### src/rtl/pattern_serializer_if.sv
// Serial pattern source bus: request side (pattern/len/repeat/start/abort)
// and the registered serial stream plus status pulses.
interface pattern_serializer_if #(
   parameter int W     = 8,
   parameter int LEN_W = 4,
   parameter int RPT_W = 4
);
   logic             start;
   logic [W-1:0]     pattern;
   logic [LEN_W-1:0] len;
   logic [RPT_W-1:0] repeat_n;
   logic             abort;
   logic             ser_out;
   logic             ser_vld;
   logic             busy;
   logic             frame_end;
   logic             done;

   modport master (
      output start, pattern, len, repeat_n, abort,
      input  ser_out, ser_vld, busy, frame_end, done
   );

   modport slave (
      input  start, pattern, len, repeat_n, abort,
      output ser_out, ser_vld, busy, frame_end, done
   );
endinterface

### src/rtl/pattern_serializer.sv
// MSB-first bit-serial pattern transmitter with back-to-back frame repeat.
// Optional SERIAL_PARITY_EN appends an even-parity bit to every frame.
module pattern_serializer #(
   parameter int W     = 8,
   parameter int LEN_W = 4,
   parameter int RPT_W = 4
) (
   input logic               clk,
   input logic               rst,
   pattern_serializer_if.slave bus
);
   localparam logic [1:0] IDLE  = 2'd0;
   localparam logic [1:0] SHIFT = 2'd1;
   localparam logic [1:0] PAR   = 2'd2;

`ifdef SERIAL_PARITY_EN
   localparam logic DATA_ENDS_FRAME = 1'b0;
`else
   localparam logic DATA_ENDS_FRAME = 1'b1;
`endif

   logic [1:0]       state_q, state_d;
   logic [W-1:0]     pat_q, pat_d;   // latched pattern, left-aligned to MSB
   logic [W-1:0]     sh_q, sh_d;     // bits still to send in this frame
   logic [LEN_W-1:0] len_q, len_d;
   logic [LEN_W-1:0] cnt_q, cnt_d;   // bits remaining after the one on ser_out
   logic [RPT_W-1:0] rpt_q, rpt_d;
   logic             ser_out_q, ser_out_d;
   logic             ser_vld_q, ser_vld_d;
   logic             frame_end_q, frame_end_d;
   logic             done_q, done_d;
`ifdef SERIAL_PARITY_EN
   logic             par_q, par_d;
`endif

   logic [W-1:0]     aligned;
   logic             len_ok;
   logic             frame_over;

   always_comb begin
      state_d     = state_q;
      pat_d       = pat_q;
      sh_d        = sh_q;
      len_d       = len_q;
      cnt_d       = cnt_q;
      rpt_d       = rpt_q;
      ser_out_d   = 1'b0;
      ser_vld_d   = 1'b0;
      frame_end_d = 1'b0;
      done_d      = 1'b0;
      frame_over  = 1'b0;
`ifdef SERIAL_PARITY_EN
      par_d       = par_q;
`endif
      // Shifting left by W-len drops the unused upper bits of the pattern.
      aligned = bus.pattern << (LEN_W'(W) - bus.len);
      len_ok  = (bus.len != '0) && (bus.len <= LEN_W'(W));

      case (state_q)
         IDLE: begin
            if (bus.start && len_ok) begin
               state_d     = SHIFT;
               pat_d       = aligned;
               len_d       = bus.len;
               rpt_d       = bus.repeat_n;
               ser_out_d   = aligned[W-1];
               ser_vld_d   = 1'b1;
               sh_d        = aligned << 1;
               cnt_d       = bus.len - 1'b1;
               frame_end_d = DATA_ENDS_FRAME && (bus.len == LEN_W'(1));
`ifdef SERIAL_PARITY_EN
               par_d       = ^aligned;
`endif
            end
         end
         SHIFT: begin
            if (bus.abort) begin
               state_d = IDLE;
               done_d  = 1'b1;
            end else if (cnt_q != '0) begin
               ser_out_d   = sh_q[W-1];
               ser_vld_d   = 1'b1;
               sh_d        = sh_q << 1;
               cnt_d       = cnt_q - 1'b1;
               frame_end_d = DATA_ENDS_FRAME && (cnt_q == LEN_W'(1));
            end else begin
`ifdef SERIAL_PARITY_EN
               state_d     = PAR;
               ser_out_d   = par_q;
               ser_vld_d   = 1'b1;
               frame_end_d = 1'b1;
`else
               frame_over  = 1'b1;
`endif
            end
         end
`ifdef SERIAL_PARITY_EN
         PAR: begin
            if (bus.abort) begin
               state_d = IDLE;
               done_d  = 1'b1;
            end else begin
               frame_over = 1'b1;
            end
         end
`endif
         default: state_d = IDLE;
      endcase

      // End of a frame: reload the latched pattern or finish.
      if (frame_over) begin
         if (rpt_q != '0) begin
            state_d     = SHIFT;
            rpt_d       = rpt_q - 1'b1;
            ser_out_d   = pat_q[W-1];
            ser_vld_d   = 1'b1;
            sh_d        = pat_q << 1;
            cnt_d       = len_q - 1'b1;
            frame_end_d = DATA_ENDS_FRAME && (len_q == LEN_W'(1));
         end else begin
            state_d = IDLE;
            done_d  = 1'b1;
         end
      end
   end

   always_ff @(posedge clk) begin
      if (rst) begin
         state_q     <= IDLE;
         pat_q       <= '0;
         sh_q        <= '0;
         len_q       <= '0;
         cnt_q       <= '0;
         rpt_q       <= '0;
         ser_out_q   <= 1'b0;
         ser_vld_q   <= 1'b0;
         frame_end_q <= 1'b0;
         done_q      <= 1'b0;
`ifdef SERIAL_PARITY_EN
         par_q       <= 1'b0;
`endif
      end else begin
         state_q     <= state_d;
         pat_q       <= pat_d;
         sh_q        <= sh_d;
         len_q       <= len_d;
         cnt_q       <= cnt_d;
         rpt_q       <= rpt_d;
         ser_out_q   <= ser_out_d;
         ser_vld_q   <= ser_vld_d;
         frame_end_q <= frame_end_d;
         done_q      <= done_d;
`ifdef SERIAL_PARITY_EN
         par_q       <= par_d;
`endif
      end
   end

   assign bus.ser_out   = ser_out_q;
   assign bus.ser_vld   = ser_vld_q;
   assign bus.frame_end = frame_end_q;
   assign bus.done      = done_q;
   assign bus.busy      = (state_q != IDLE);
endmodule

### src/flat_wrapper.sv
// flat-port wrapper written by rule: the top's interface ports become plain ports
module pattern_serializer_flat 
#(
   parameter int W     = 8,
   parameter int LEN_W = 4,
   parameter int RPT_W = 4
)
  (clk, rst, bus_start, bus_pattern, bus_len, bus_repeat_n, bus_abort, bus_ser_out, bus_ser_vld, bus_busy, bus_frame_end, bus_done);
  pattern_serializer_if #(.W(W), .LEN_W(LEN_W), .RPT_W(RPT_W)) bus_i ();
  input logic clk;
  input logic rst;
  input wire logic [$bits(bus_i.start)-1:0] bus_start;
  input wire logic [$bits(bus_i.pattern)-1:0] bus_pattern;
  input wire logic [$bits(bus_i.len)-1:0] bus_len;
  input wire logic [$bits(bus_i.repeat_n)-1:0] bus_repeat_n;
  input wire logic [$bits(bus_i.abort)-1:0] bus_abort;
  output wire logic [$bits(bus_i.ser_out)-1:0] bus_ser_out;
  output wire logic [$bits(bus_i.ser_vld)-1:0] bus_ser_vld;
  output wire logic [$bits(bus_i.busy)-1:0] bus_busy;
  output wire logic [$bits(bus_i.frame_end)-1:0] bus_frame_end;
  output wire logic [$bits(bus_i.done)-1:0] bus_done;
  assign bus_i.start = bus_start;
  assign bus_i.pattern = bus_pattern;
  assign bus_i.len = bus_len;
  assign bus_i.repeat_n = bus_repeat_n;
  assign bus_i.abort = bus_abort;
  assign bus_ser_out = bus_i.ser_out;
  assign bus_ser_vld = bus_i.ser_vld;
  assign bus_busy = bus_i.busy;
  assign bus_frame_end = bus_i.frame_end;
  assign bus_done = bus_i.done;
  pattern_serializer #(.W(W), .LEN_W(LEN_W), .RPT_W(RPT_W)) u_core (.clk(clk), .rst(rst), .bus(bus_i));
endmodule
### config.mk
export PLATFORM = sky130hd
export DESIGN_NAME = pattern_serializer_flat
export DESIGN_NICKNAME = d
export VERILOG_FILES = /design/src/rtl/pattern_serializer_if.sv /design/src/rtl/pattern_serializer.sv /design/src/flat_wrapper.sv
export SDC_FILE = /design/constraint.sdc
export NUM_CORES = 1
export LEC_CHECK = 0
export CAP_MARGIN = 10
export CORE_MARGIN = 8
export CORE_UTILIZATION = 55
export DETAILED_ROUTE_END_ITERATION = 10
export PLACE_DENSITY = 0.87
export SYNTH_ARGS = -nofsm -noshare
export SYNTH_HDL_FRONTEND = slang
export SYNTH_SLANG_ARGS = --single-unit
### constraint.sdc
create_clock -name clk -period 3.3 [get_ports clk]
set_clock_uncertainty 0.15 [all_clocks]
set_input_delay 0.66 -clock clk [delete_from_list [all_inputs] [get_ports clk]]
set_output_delay 0.66 -clock clk [all_outputs]
set_load 0.02 [all_outputs]
==> impl_table.tex, run 1 <==
\begin{tabular}{lr}
\hline
Metric & Value \\
\hline
\multicolumn{2}{l}{\textbf{Status}} \\
Run status & completed \\
\multicolumn{2}{l}{\textbf{Setup path}} \\
Cell with the largest stage delay on the worst path & clkdlybuf4s50\_1 \\
Worst endpoint required time & 3.38 ns \\
Worst EP arrival & approximately 2.8 ns \\
Kind of start point of the critical path & input port \\
Maximum fanout encountered on the critical timing path & 14 \\
Crit-path max cell delay & around 0.51 ns \\
CP Cell Sequence & clkdlybuf4s50\_1 -> inv\_1 -> ha\_1 -> nor2b\_1 -> mux2\_4 -> nor2\_4 -> nor3\_1 -> o41a\_1 \\
Kind of critical path & in2reg \\
Endpoint class of the critical path & flip-flop \\
Number of buffer and inverter stages on the critical path & 2 \\
Category of cells accounting for the largest share of critical-path delay & buffers and inverters \\
\multicolumn{2}{l}{\textbf{GRT}} \\
Number of global-route vias before repair & 1648 \\
All-layer global routing usage & 0.1698 \\
Global-route wire length before repair & 7479 µm \\
GR Overflow Total & 0 \\
Largest net degree at the start of global routing & 22 \\
Antenna violations before repair & 0 \\
\multicolumn{2}{l}{\textbf{Die}} \\
Starting density of the core & 0.5766 \\
I/O pins & 25 \\
Chip height & roughly 75 µm \\
Std cell rows & 21 \\
Core region area & $\sim$3400 µm² \\
Die area & around 5700 µm² \\
Width of the die & about 75 µm \\
\multicolumn{2}{l}{\textbf{Logic synthesis}} \\
Most used standard cells in the synthesized netlist & nand2\_1 (37), dfxtp\_1 (33), nor2\_1 (20), a21oi\_1 (18), inv\_1 (11) \\
Most used standard cell by instance count after synthesis & nand2\_1 \\
Cell area after synthesis & between 1500 and 2000 µm² \\
Yosys cell types & 53 \\
Mean instance size in the synthesized netlist & just under 9 µm² \\
Synthesized net count & about 250 \\
Yosys top cell by area & dfxtp\_1 \\
Proportion of netlist area held by the largest area contributor & 0.3406 \\
Register area share after synthesis & 0.3406 \\
Count of flip-flops with a built-in enable after synthesis & 0 \\
Cells taking the most area after synthesis & dfxtp\_1 (34\%), nand2\_1 (7.2\%), a21oi\_1 (4.6\%) \\
Synth async-reset ratio & 0 \\
Synthesized instance count & approximately 220 \\
Number of warnings printed during yosys synthesis & 0 \\
Register bit count reported by yosys & 33 \\
Top\_reg\_cell synth & dfxtp\_1 \\
\multicolumn{2}{l}{\textbf{STA}} \\
Slew @ Worst Pin & approximately 0.70 ns \\
Final critical-path share of the clock period & 0.8133 \\
Number of endpoints failing setup at the final stage & 0 \\
WHS & 0.3117 ns \\
Max-slew violation count & 0 \\
Min Tclk post-route & 2.684 ns \\
Achievable Freq & roughly 370 MHz \\
Final hold vios & 0 \\
Setup TNS Final & 0 ns \\
Setup repair after global routing missed its margin & no \\
Headroom to the max-slew limit & 0.5288 \\
\multicolumn{2}{l}{\textbf{Power and ir drop}} \\
Largest voltage drop on the vdd net & roughly 0.00020 V \\
Share of total power in the clock network & 0.331 \\
Relative contribution of sequential cells to total power & 0.451 \\
Pwr/cell area & around 420 nW/µm² \\
Combinational power share & 0.218 \\
Static Leakage & between 0.0008 and 0.0009 µW \\
Power dissipated by switching net loads & about 260 µW \\
Final Total Pwr & approximately 960 µW \\
Net switching fraction of the power & 0.2719 \\
Internal Power & 702.1 µW \\
\multicolumn{2}{l}{\textbf{Cells and area}} \\
Synthesis-to-layout area growth & 18.00\% \\
Fraction of layout cells with a size suffix above 1 & 0.1331 \\
Total area of sequential cells & roughly 660 µm² \\
Antenna cell count & 0 \\
Area taken by multi-input logic gates & 1166 µm² \\
Fin area & approximately 2300 µm² \\
Nets & between 200 and 300 \\
Layout fillers & roughly 300 \\
Cell Count, Final, Fillers Out & around 290 \\
\multicolumn{2}{l}{\textbf{Clocking}} \\
Number of buffers inserted to repair setup after CTS & 0 \\
CTS sink count & 33 \\
Clock buffer depth & 2 \\
Clk\_lat worst skew & roughly 0.34 ns \\
Clock root buffer & clkbuf\_4 \\
Cts bufs inserted & 5 \\
H-tree depth & 2 \\
Clock input transition at the sequential cells of the worst setup and hold paths & around 0.1 ns \\
TritonCTS clock tree & built \\
Hold\_buf cts & 0 \\
CTS resizes & 0 \\
\multicolumn{2}{l}{\textbf{Detailed routing}} \\
Routed Antenna Nets & 0 \\
Sum of routed wire length over all layers & approximately 4200 µm \\
WL/cell & between 10 and 15 µm \\
Remaining routing DRC violations & 0 \\
Detailed-route vias per instance & just under 6 \\
1st-iter DRT viols & roughly 120 \\
Total vias in the final route & 1731 \\
Drt pass-1 iters & 4 \\
\multicolumn{2}{l}{\textbf{Placed design}} \\
Routability-driven placement congestion ratio & about 0.84 \\
\# port buffers & 24 \\
Dpl cell area & approximately 2200 µm² \\
Number of instances in the placed design & 286 \\
Placed wire-length estimate after detailed placement & roughly 3200 µm \\
\multicolumn{2}{l}{\textbf{Min path}} \\
Path type of the worst min-delay path & reg2reg \\
\multicolumn{2}{l}{\textbf{Job}} \\
Max capacitance violation total & 0 \\
\hline
\end{tabular}
## routing by layer
layer | part of all wire | vias up | global-route usage | wire length [µm]
li1 | - | 853 | - | -
met1 | 0.45 | 822 | 0.2074 | 1887
met4 | 0.021 | 0 | 0.08742 | 89
met3 | 0.057 | 8 | 0.04211 | 240
met2 | 0.48 | 48 | 0.2694 | 2019
met5 | 0 | - | 0 | 0
## power by group through the flow
stage | combinational [µW] | sequential (µW) | clock [µW]
after floorplan | 149 | 441 | 0
after global placement | 206 | 443 | 0
after detailed placement | 209 | 443 | 0
after CTS | 211 | 434 | 323
after global routing | 230 | 438 | 342
final | 211 | 435 | 319
## layout by cell type (no fill, tap or decap), drive strengths merged, types with 8 or more instances in the layout
master / instances
a21oi: 19
inv: 11
nor2: 21
a2bb2oi: 8
nor3: 8
dfxtp: 33
a311oi: 9
clkdlybuf4s50: 24
nand2: 38
## per-stage QoR
| stage | util | setup slack (ns) |
|---|---|---|
| 2_1_floorplan | - | 0.4312 |
| 3_3_place_gp | 0.6551 | 0.2940 |
| 3_5_place_dp | 0.6551 | 0.2422 |
| 4_1_cts | 0.6804 | 0.6076 |
| 5_1_grt | 0.6804 | 0.4691 |
| 6_report | 0.6804 | 0.6161 |
## path summary, 6_finish.rpt
path / start / to / cells after the start / slack (ns)
setup / recovery: bus_len[1] / u_core.cnt_q[0] / 8 / 0.62
hold / removal: u_core.pat_q[1] / u_core.pat_q[1] / 2 / 0.31
setup reg to reg: u_core.cnt_q[0] / u_core.rpt_q[0] / 7 / 0.94
hold reg to reg: u_core.pat_q[1] / u_core.pat_q[1] / 2 / 0.31
## flip-flops by register name (all words and copies together) (netlist names)
name,cells
u_core.bus.frame_end,1
u_core.state_q,1
u_core.pat_q,8
u_core.cnt_q,4
u_core.len_q,4
u_core.sh_q,8
u_core.bus.done,1
u_core.rpt_q,4
u_core.bus.ser_vld,1
u_core.bus.ser_out,1
## worst reg2reg max path: stages (launching register included)
cell,delay (ns)
dfxtp_1,0.35
inv_1,0.09
ha_1,0.25
or3b_4,0.44
or3_4,0.47
o21a_1,0.20
a221oi_1,0.25
nor2_1,0.06
## kinds of logic after synthesis
| logic type | share of synthesized area |
|---|---|
| xor+xnor | 0.02646 |
| mux | 0.07032 |
| fa+ha+maj | 0.04516 |
| flops | 0.3406 |
| compound gates | 0.2239 |
| simple gates | 0.2355 |
| buf+inv | 0.05806 |
## cell type report
cell class                 instances  share of cell area
tap                               46             0.02515
inverter                          11             0.01804
clock inverter                     1             0.01312
clock buffer                       7             0.02406
multi-input combinational        167              0.5096
timing repair buffer              29              0.1214
sequential                        33              0.2887
(Power assumes the default switching activity.)
==> run 2, diff against run 1 <==
==> constraint.sdc (replaced) <==
create_clock -name clk -period 2.82 [get_ports clk]
set_clock_uncertainty 0.15 [all_clocks]
set_input_delay 0.564 -clock clk [delete_from_list [all_inputs] [get_ports clk]]
set_output_delay 0.564 -clock clk [all_outputs]
set_load 0.02 [all_outputs]
==> run 2 against run 1 <==
Clock power shrank 25%. Routed wire length is 6.1% higher. Combinational power is 25% higher. Core utilization rose by 1.9 points. Cell count rose by 4.1%. Register-to-register slack lost 0.38 ns. Global-route usage rose by 0.71 points.
==> impl_table.tex, run 2 (same netlist as run 1, synthesis figures left out) <==
\begin{tabular}{lr}
\hline
Metric & Value \\
\hline
\multicolumn{2}{l}{\textbf{Min path}} \\
Path type of the worst min-delay path & reg2reg \\
Hold wc startpoint & u\_core.pat\_q[4] \\
Hold Path End & u\_core.pat\_q[4] \\
Hold depth & 2 \\
\multicolumn{2}{l}{\textbf{Setup path}} \\
Kind of critical path & in2reg \\
Register-to-register setup slack & about 0.56 ns \\
Maximum fanout encountered on the critical timing path & 5 \\
Worst endpoint required time & between 2 and 3 ns \\
Category of cells accounting for the largest share of critical-path delay & buffers and inverters \\
Worst r2r path cells & 7 \\
CP Cell Sequence & clkdlybuf4s50\_1 -> inv\_1 -> ha\_1 -> mux4\_2 -> nor2b\_1 -> o21ai\_0 -> a211oi\_1 \\
Crit-path max cell delay & $\sim$0.51 ns \\
Cell with the largest stage delay on the worst path & mux4\_2 \\
Number of buffer and inverter stages on the critical path & 2 \\
Kind of start point of the critical path & input port \\
Reg2Reg Launch Point & u\_core.cnt\_q[0] \\
Endpoint class of the critical path & flip-flop \\
Capture point of the worst reg-to-reg path & u\_core.cnt\_q[1] \\
Worst EP arrival & 2.49 ns \\
\multicolumn{2}{l}{\textbf{Detailed routing}} \\
Detailed-route vias per instance & $\sim$5.7 \\
Drt pass-1 iters & 4 \\
Sum of routed wire length over all layers & 4494 µm \\
Routed Antenna Nets & 0 \\
WL/cell & about 15 µm \\
Remaining routing DRC violations & 0 \\
1st-iter DRT viols & 123 \\
Total vias in the final route & 1739 \\
\multicolumn{2}{l}{\textbf{Power and ir drop}} \\
Pwr/cell area & $\sim$430 nW/µm² \\
Static Leakage & roughly 0.00090 µW \\
Largest voltage drop on the vdd net & between 0.0002 and 0.00025 V \\
Final Total Pwr & about 1000 µW \\
\multicolumn{2}{l}{\textbf{Clocking}} \\
Hold\_buf cts & 0 \\
Clock input transition at the sequential cells of the worst setup and hold paths & around 0.09 ns \\
Clk\_lat worst skew & around 0.34 ns \\
Clock root buffer & clkbuf\_4 \\
CTS resizes & 0 \\
Number of buffers inserted to repair setup after CTS & 0 \\
Clock buffer depth & 2 \\
CTS sink count & 33 \\
Cts bufs inserted & 5 \\
H-tree depth & 2 \\
TritonCTS clock tree & built \\
\multicolumn{2}{l}{\textbf{STA}} \\
Achievable Freq & about 410 MHz \\
Setup TNS Final & 0 ns \\
Headroom to the max-slew limit & 0.6584 \\
Max-slew violation count & 0 \\
Final critical-path share of the clock period & 0.8593 \\
Number of endpoints failing setup at the final stage & 0 \\
Min Tclk post-route & 2.423 ns \\
Final hold vios & 0 \\
Setup repair after global routing missed its margin & no \\
Slew @ Worst Pin & around 0.51 ns \\
\multicolumn{2}{l}{\textbf{Job}} \\
Max capacitance violation total & 0 \\
\multicolumn{2}{l}{\textbf{GRT}} \\
GR Overflow Total & 0 \\
Number of global-route vias before repair & approximately 1800 \\
Antenna violations before repair & 0 \\
Global-route wire length before repair & approximately 7900 µm \\
All-layer global routing usage & 0.1769 \\
Largest net degree at the start of global routing & 34 \\
\multicolumn{2}{l}{\textbf{Placed design}} \\
Dpl cell area & $\sim$2300 µm² \\
\# port buffers & 24 \\
Placed wire-length estimate after detailed placement & 3439 µm \\
Routability-driven placement congestion ratio & just under 0.9 \\
\multicolumn{2}{l}{\textbf{Die}} \\
Starting density of the core & 0.5766 \\
Die area & approximately 5700 µm² \\
Chip height & around 75 µm \\
Core region area & 3363 µm² \\
Std cell rows & 21 \\
I/O pins & 25 \\
Width of the die & between 70 and 80 µm \\
\multicolumn{2}{l}{\textbf{Cells and area}} \\
Synthesis-to-layout area growth & 21.23\% \\
Antenna cell count & 0 \\
Nets & roughly 290 \\
Layout fillers & 297 \\
Most frequent cells in the layout & nand2\_1 (37), dfxtp\_1 (33), clkdlybuf4s50\_1 (24) \\
Most common cell after layout, fill and taps aside & nand2\_1 \\
Fraction of layout cells with a size suffix above 1 & 0.1769 \\
Fin area & approximately 2400 µm² \\
Registers with the most flip-flops & u\_core.pat\_q (8), u\_core.sh\_q (8) \\
\multicolumn{2}{l}{\textbf{Status}} \\
Run status & completed \\
\hline
\end{tabular}
[run 2: cell types whose count changed in the layout (fill, tap and decap cells not counted)]
cell,previous run,this run
clkbuf_1,1,0
clkinv_2,0,1
buf_4,5,19
bufinv_16,1,0
clkbuf_8,1,0
[run 2: worst max path at each step]
| stage | startpoint | to | slack, ns | cells past startpoint |
|---|---|---|---|---|
| floorplan | bus_len[0] | u_core.cnt_q[1] | 0.05 | 10 |
| finish | bus_len[1] | u_core.bus.ser_out | 0.40 | 7 |
| CTS | bus_len[1] | u_core.bus.ser_out | 0.37 | 7 |
| global placement | bus_len[0] | u_core.sh_q[2] | 0.07 | 8 |
| detailed placement | bus_len[1] | u_core.bus.ser_out | 0.008 | 7 |
| global route | bus_len[1] | u_core.bus.ser_out | 0.21 | 8 |
[run 2: metal layers]
metal / part of all wire / vias to the layer above / routed length [µm] / global-route usage
met3: 0.042 / 6 / 189 / 0.03816
li1: - / 879 / - / -
met2: 0.48 / 39 / 2151 / 0.3030
met4: 0.016 / 0 / 71 / 0.06823
met5: 0 / - / 0 / 0
met1: 0.46 / 815 / 2081 / 0.2097
[run 2: through the flow]
| step | setup slack, ns | utilization | std cells | hold WS (ns) |
|---|---|---|---|---|
| global route | 0.2095 | 0.6990 | 306 | 0.3403 |
| detailed placement | 0.008155 | 0.6864 | 300 | 0.2973 |
| CTS | 0.3746 | 0.6990 | 306 | 0.3105 |
| global placement | 0.07243 | 0.6864 | 300 | 0.2924 |
| finish | 0.3969 | 0.6990 | 306 | 0.3095 |
| floorplan | 0.04724 | - | 224 | 0.2867 |
[run 2: final cells by class]
class	instances	area, µm²	share of cell area
clock buffer	5	37.54	0.01597
clock inverter	1	5.005	0.002129
inverter	11	41.29	0.01756
multi-input combinational	167	1166	0.4960
sequential	33	660.6	0.2810
tap	46	57.56	0.02448
timing repair buffer	43	382.9	0.1629
[run 2: power by group]
| part | switching (µW) | total (µW) | internal (µW) |
|---|---|---|---|
| clock network | 153 | 239 | 86.3 |
| logic | 129 | 264 | 134 |
| registers | 19.8 | 509 | 489 |
[run 2: tightest hold or removal path: cells and delay by family (launching register included)]
kind            cells  cell delay, ns
simple gates        1            0.05
flops               1            0.32
compound gates      1            0.05
==> run 3, diff against run 2 <==
--- a/config.mk
+++ b/config.mk
@@ -6,10 +6,12 @@
 export NUM_CORES = 1
 export LEC_CHECK = 0
 export CAP_MARGIN = 10
-export CORE_MARGIN = 8
-export CORE_UTILIZATION = 55
+export CELL_PAD_IN_SITES_DETAIL_PLACEMENT = 1
+export CELL_PAD_IN_SITES_GLOBAL_PLACEMENT = 2
+export CORE_MARGIN = 3
+export CORE_UTILIZATION = 33
 export DETAILED_ROUTE_END_ITERATION = 10
-export PLACE_DENSITY = 0.87
+export PLACE_DENSITY = 0.86
 export SYNTH_ARGS = -nofsm -noshare
 export SYNTH_HDL_FRONTEND = slang
 export SYNTH_SLANG_ARGS = --single-unit
==> run 3 against run 2 <==
Hold slack got worse by 0.0019 ns. Largest power group unchanged. Sequential power about the same. Flip-flop and latch count unchanged. Non-clock buffer count increased by 1. Cell count increased by 9.5%. Setup slack got worse by 0.15 ns.
==> impl_table.tex, run 3 (same netlist as run 1, synthesis figures left out) <==
\begin{tabular}{lr}
\hline
Metric & Value \\
\hline
\multicolumn{2}{l}{\textbf{Status}} \\
Run status & completed \\
\multicolumn{2}{l}{\textbf{Cells and area}} \\
Antenna cell count & 0 \\
Layout fillers & 702 \\
Nets & just under 300 \\
Synthesis-to-layout area growth & 25.35\% \\
Most frequent cells in the layout & nand2\_1 (37), dfxtp\_1 (33), clkdlybuf4s50\_1 (24) \\
Fin area & between 2000 and 2500 µm² \\
Registers with the most flip-flops & u\_core.pat\_q (8), u\_core.sh\_q (8) \\
Fraction of layout cells with a size suffix above 1 & 0.1825 \\
Most common cell after layout, fill and taps aside & nand2\_1 \\
Core Util, Final & 0.4335 \\
\multicolumn{2}{l}{\textbf{GRT}} \\
Number of global-route vias before repair & 1813 \\
Largest net degree at the start of global routing & 34 \\
All-layer global routing usage & 0.1699 \\
GR Overflow Total & 0 \\
Global-route wire length before repair & roughly 8700 µm \\
Antenna violations before repair & 0 \\
\multicolumn{2}{l}{\textbf{Clocking}} \\
Hold\_buf cts & 0 \\
Clock buffer depth & 2 \\
Cts bufs inserted & 5 \\
Clock root buffer & clkbuf\_8 \\
Number of buffers inserted to repair setup after CTS & 0 \\
CTS resizes & 0 \\
Clock input transition at the sequential cells of the worst setup and hold paths & about 0.070 ns \\
H-tree depth & 2 \\
TritonCTS clock tree & built \\
Clk\_lat worst skew & a little under 0.3 ns \\
CTS sink count & 33 \\
\multicolumn{2}{l}{\textbf{Power and ir drop}} \\
Static Leakage & roughly 0.00092 µW \\
Pwr/cell area & between 400 and 500 nW/µm² \\
Power dissipated by switching net loads & $\sim$330 µW \\
Largest voltage drop on the vdd net & 0.0002074 V \\
Share of total power in the clock network & 0.309 \\
Internal Power & $\sim$800 µW \\
Relative contribution of sequential cells to total power & 0.452 \\
Final Total Pwr & approximately 1100 µW \\
Net switching fraction of the power & 0.2944 \\
Combinational power share & 0.239 \\
\multicolumn{2}{l}{\textbf{Min path}} \\
Path type of the worst min-delay path & reg2reg \\
\multicolumn{2}{l}{\textbf{Detailed routing}} \\
Total vias in the final route & 1748 \\
WL/cell & between 15 and 20 µm \\
Detailed-route vias per instance & about 5.2 \\
Sum of routed wire length over all layers & 5041 µm \\
Remaining routing DRC violations & 0 \\
1st-iter DRT viols & 67 \\
Drt pass-1 iters & 4 \\
Routed Antenna Nets & 0 \\
\multicolumn{2}{l}{\textbf{Job}} \\
Max capacitance violation total & 0 \\
\multicolumn{2}{l}{\textbf{Setup path}} \\
Register-to-register setup slack & roughly 0.55 ns \\
Crit path depth & 8 \\
First element of the critical path & bus\_len[0] \\
Worst EP arrival & around 2.6 ns \\
Crit-path max cell delay & between 0.4 and 0.5 ns \\
Worst r2r path cells & 7 \\
Kind of start point of the critical path & input port \\
Reg2Reg Launch Point & u\_core.cnt\_q[0] \\
CP Cell Sequence & clkdlybuf4s50\_1 -> inv\_1 -> ha\_1 -> nor2b\_1 -> mux2\_4 -> nor4\_4 -> nand2\_1 -> a311oi\_1 \\
Capture point of the worst reg-to-reg path & u\_core.rpt\_q[0] \\
End point of the critical path & u\_core.sh\_q[1] \\
Kind of critical path & in2reg \\
Maximum fanout encountered on the critical timing path & 6 \\
Endpoint class of the critical path & flip-flop \\
Category of cells accounting for the largest share of critical-path delay & simple AND/OR/NAND/NOR gates \\
Cell with the largest stage delay on the worst path & clkdlybuf4s50\_1 \\
Number of buffer and inverter stages on the critical path & 2 \\
Worst endpoint required time & approximately 2.9 ns \\
\multicolumn{2}{l}{\textbf{Die}} \\
Width of the die & $\sim$83 µm \\
Die area & 6833 µm² \\
Std cell rows & 27 \\
Core region area & between 5000 and 6000 µm² \\
Starting density of the core & 0.3458 \\
I/O pins & 25 \\
Chip height & about 83 µm \\
\multicolumn{2}{l}{\textbf{STA}} \\
Headroom to the max-slew limit & 0.6861 \\
Final hold vios & 0 \\
Slew @ Worst Pin & 0.4702 ns \\
Setup repair after global routing missed its margin & no \\
Min Tclk post-route & between 2 and 3 ns \\
Setup TNS Final & 0 ns \\
Achievable Freq & between 300 and 400 MHz \\
Final critical-path share of the clock period & 0.9138 \\
Number of endpoints failing setup at the final stage & 0 \\
Max-slew violation count & 0 \\
\multicolumn{2}{l}{\textbf{Placed design}} \\
Routability-driven placement congestion ratio & $\sim$0.81 \\
\# port buffers & 24 \\
Placed wire-length estimate after detailed placement & 3885 µm \\
Dpl cell area & about 2300 µm² \\
\hline
\end{tabular}
[run 3: per-layer routing]
| layer | GRT usage | share of wire | up-vias |
|---|---|---|---|
| met2 | 0.2877 | 0.47 | 30 |
| met1 | 0.2140 | 0.47 | 836 |
| li1 | - | - | 873 |
| met5 | 0 | 0 | - |
| met4 | 0.06373 | 0.018 | 0 |
| met3 | 0.03037 | 0.037 | 9 |
[run 3: worst min-delay path by stage]
stage | startpoint | end | slack [ns] | depth (start not counted)
global route | u_core.pat_q[4] | u_core.pat_q[4] | 0.34 | 2
CTS | u_core.pat_q[6] | u_core.pat_q[6] | 0.31 | 2
detailed placement | u_core.pat_q[6] | u_core.pat_q[6] | 0.30 | 2
global placement | u_core.pat_q[7] | u_core.pat_q[7] | 0.29 | 2
floorplan | u_core.pat_q[0] | u_core.pat_q[0] | 0.29 | 2
finish | u_core.pat_q[7] | u_core.pat_q[7] | 0.31 | 2
[run 3: worst min-delay path: cells and delay by family (launching register included)]
family | cells | cell delay, ns
AND/OR/NAND/NOR | 1 | 0.05
AO/OA/AOI/OAI | 1 | 0.05
flip-flops | 1 | 0.31
[run 3: per-stage QoR]
step,setup WS (ns),hold WS [ns],cells
after detailed placement,-0.05932,0.2988,327
after CTS,0.2218,0.3090,335
after floorplan,0.04724,0.2867,224
final,0.2431,0.3076,335
after global routing,0.1344,0.3376,335
after global placement,-0.02866,0.2947,327
[run 3: power by group through the flow]
stage / logic [µW] / registers (µW) / clock network [µW]
global placement: 266 / 520 / 0
finish: 270 / 511 / 349
CTS: 273 / 510 / 357
global route: 297 / 514 / 384
detailed placement: 271 / 521 / 0
floorplan: 175 / 516 / 0
[run 3: final cells by class]
| cell class | count | area [µm²] | share of cell area |
|---|---|---|---|
| repair buffers | 44 | 390.4 | 0.1606 |
| inverters | 11 | 41.29 | 0.01698 |
| clock buffers | 6 | 72.57 | 0.02985 |
| multi-input cells | 167 | 1166 | 0.4797 |
| well taps | 72 | 90.09 | 0.03706 |
| flip-flops and latches | 33 | 660.6 | 0.2717 |
| clock inverters | 2 | 10.01 | 0.004117 |
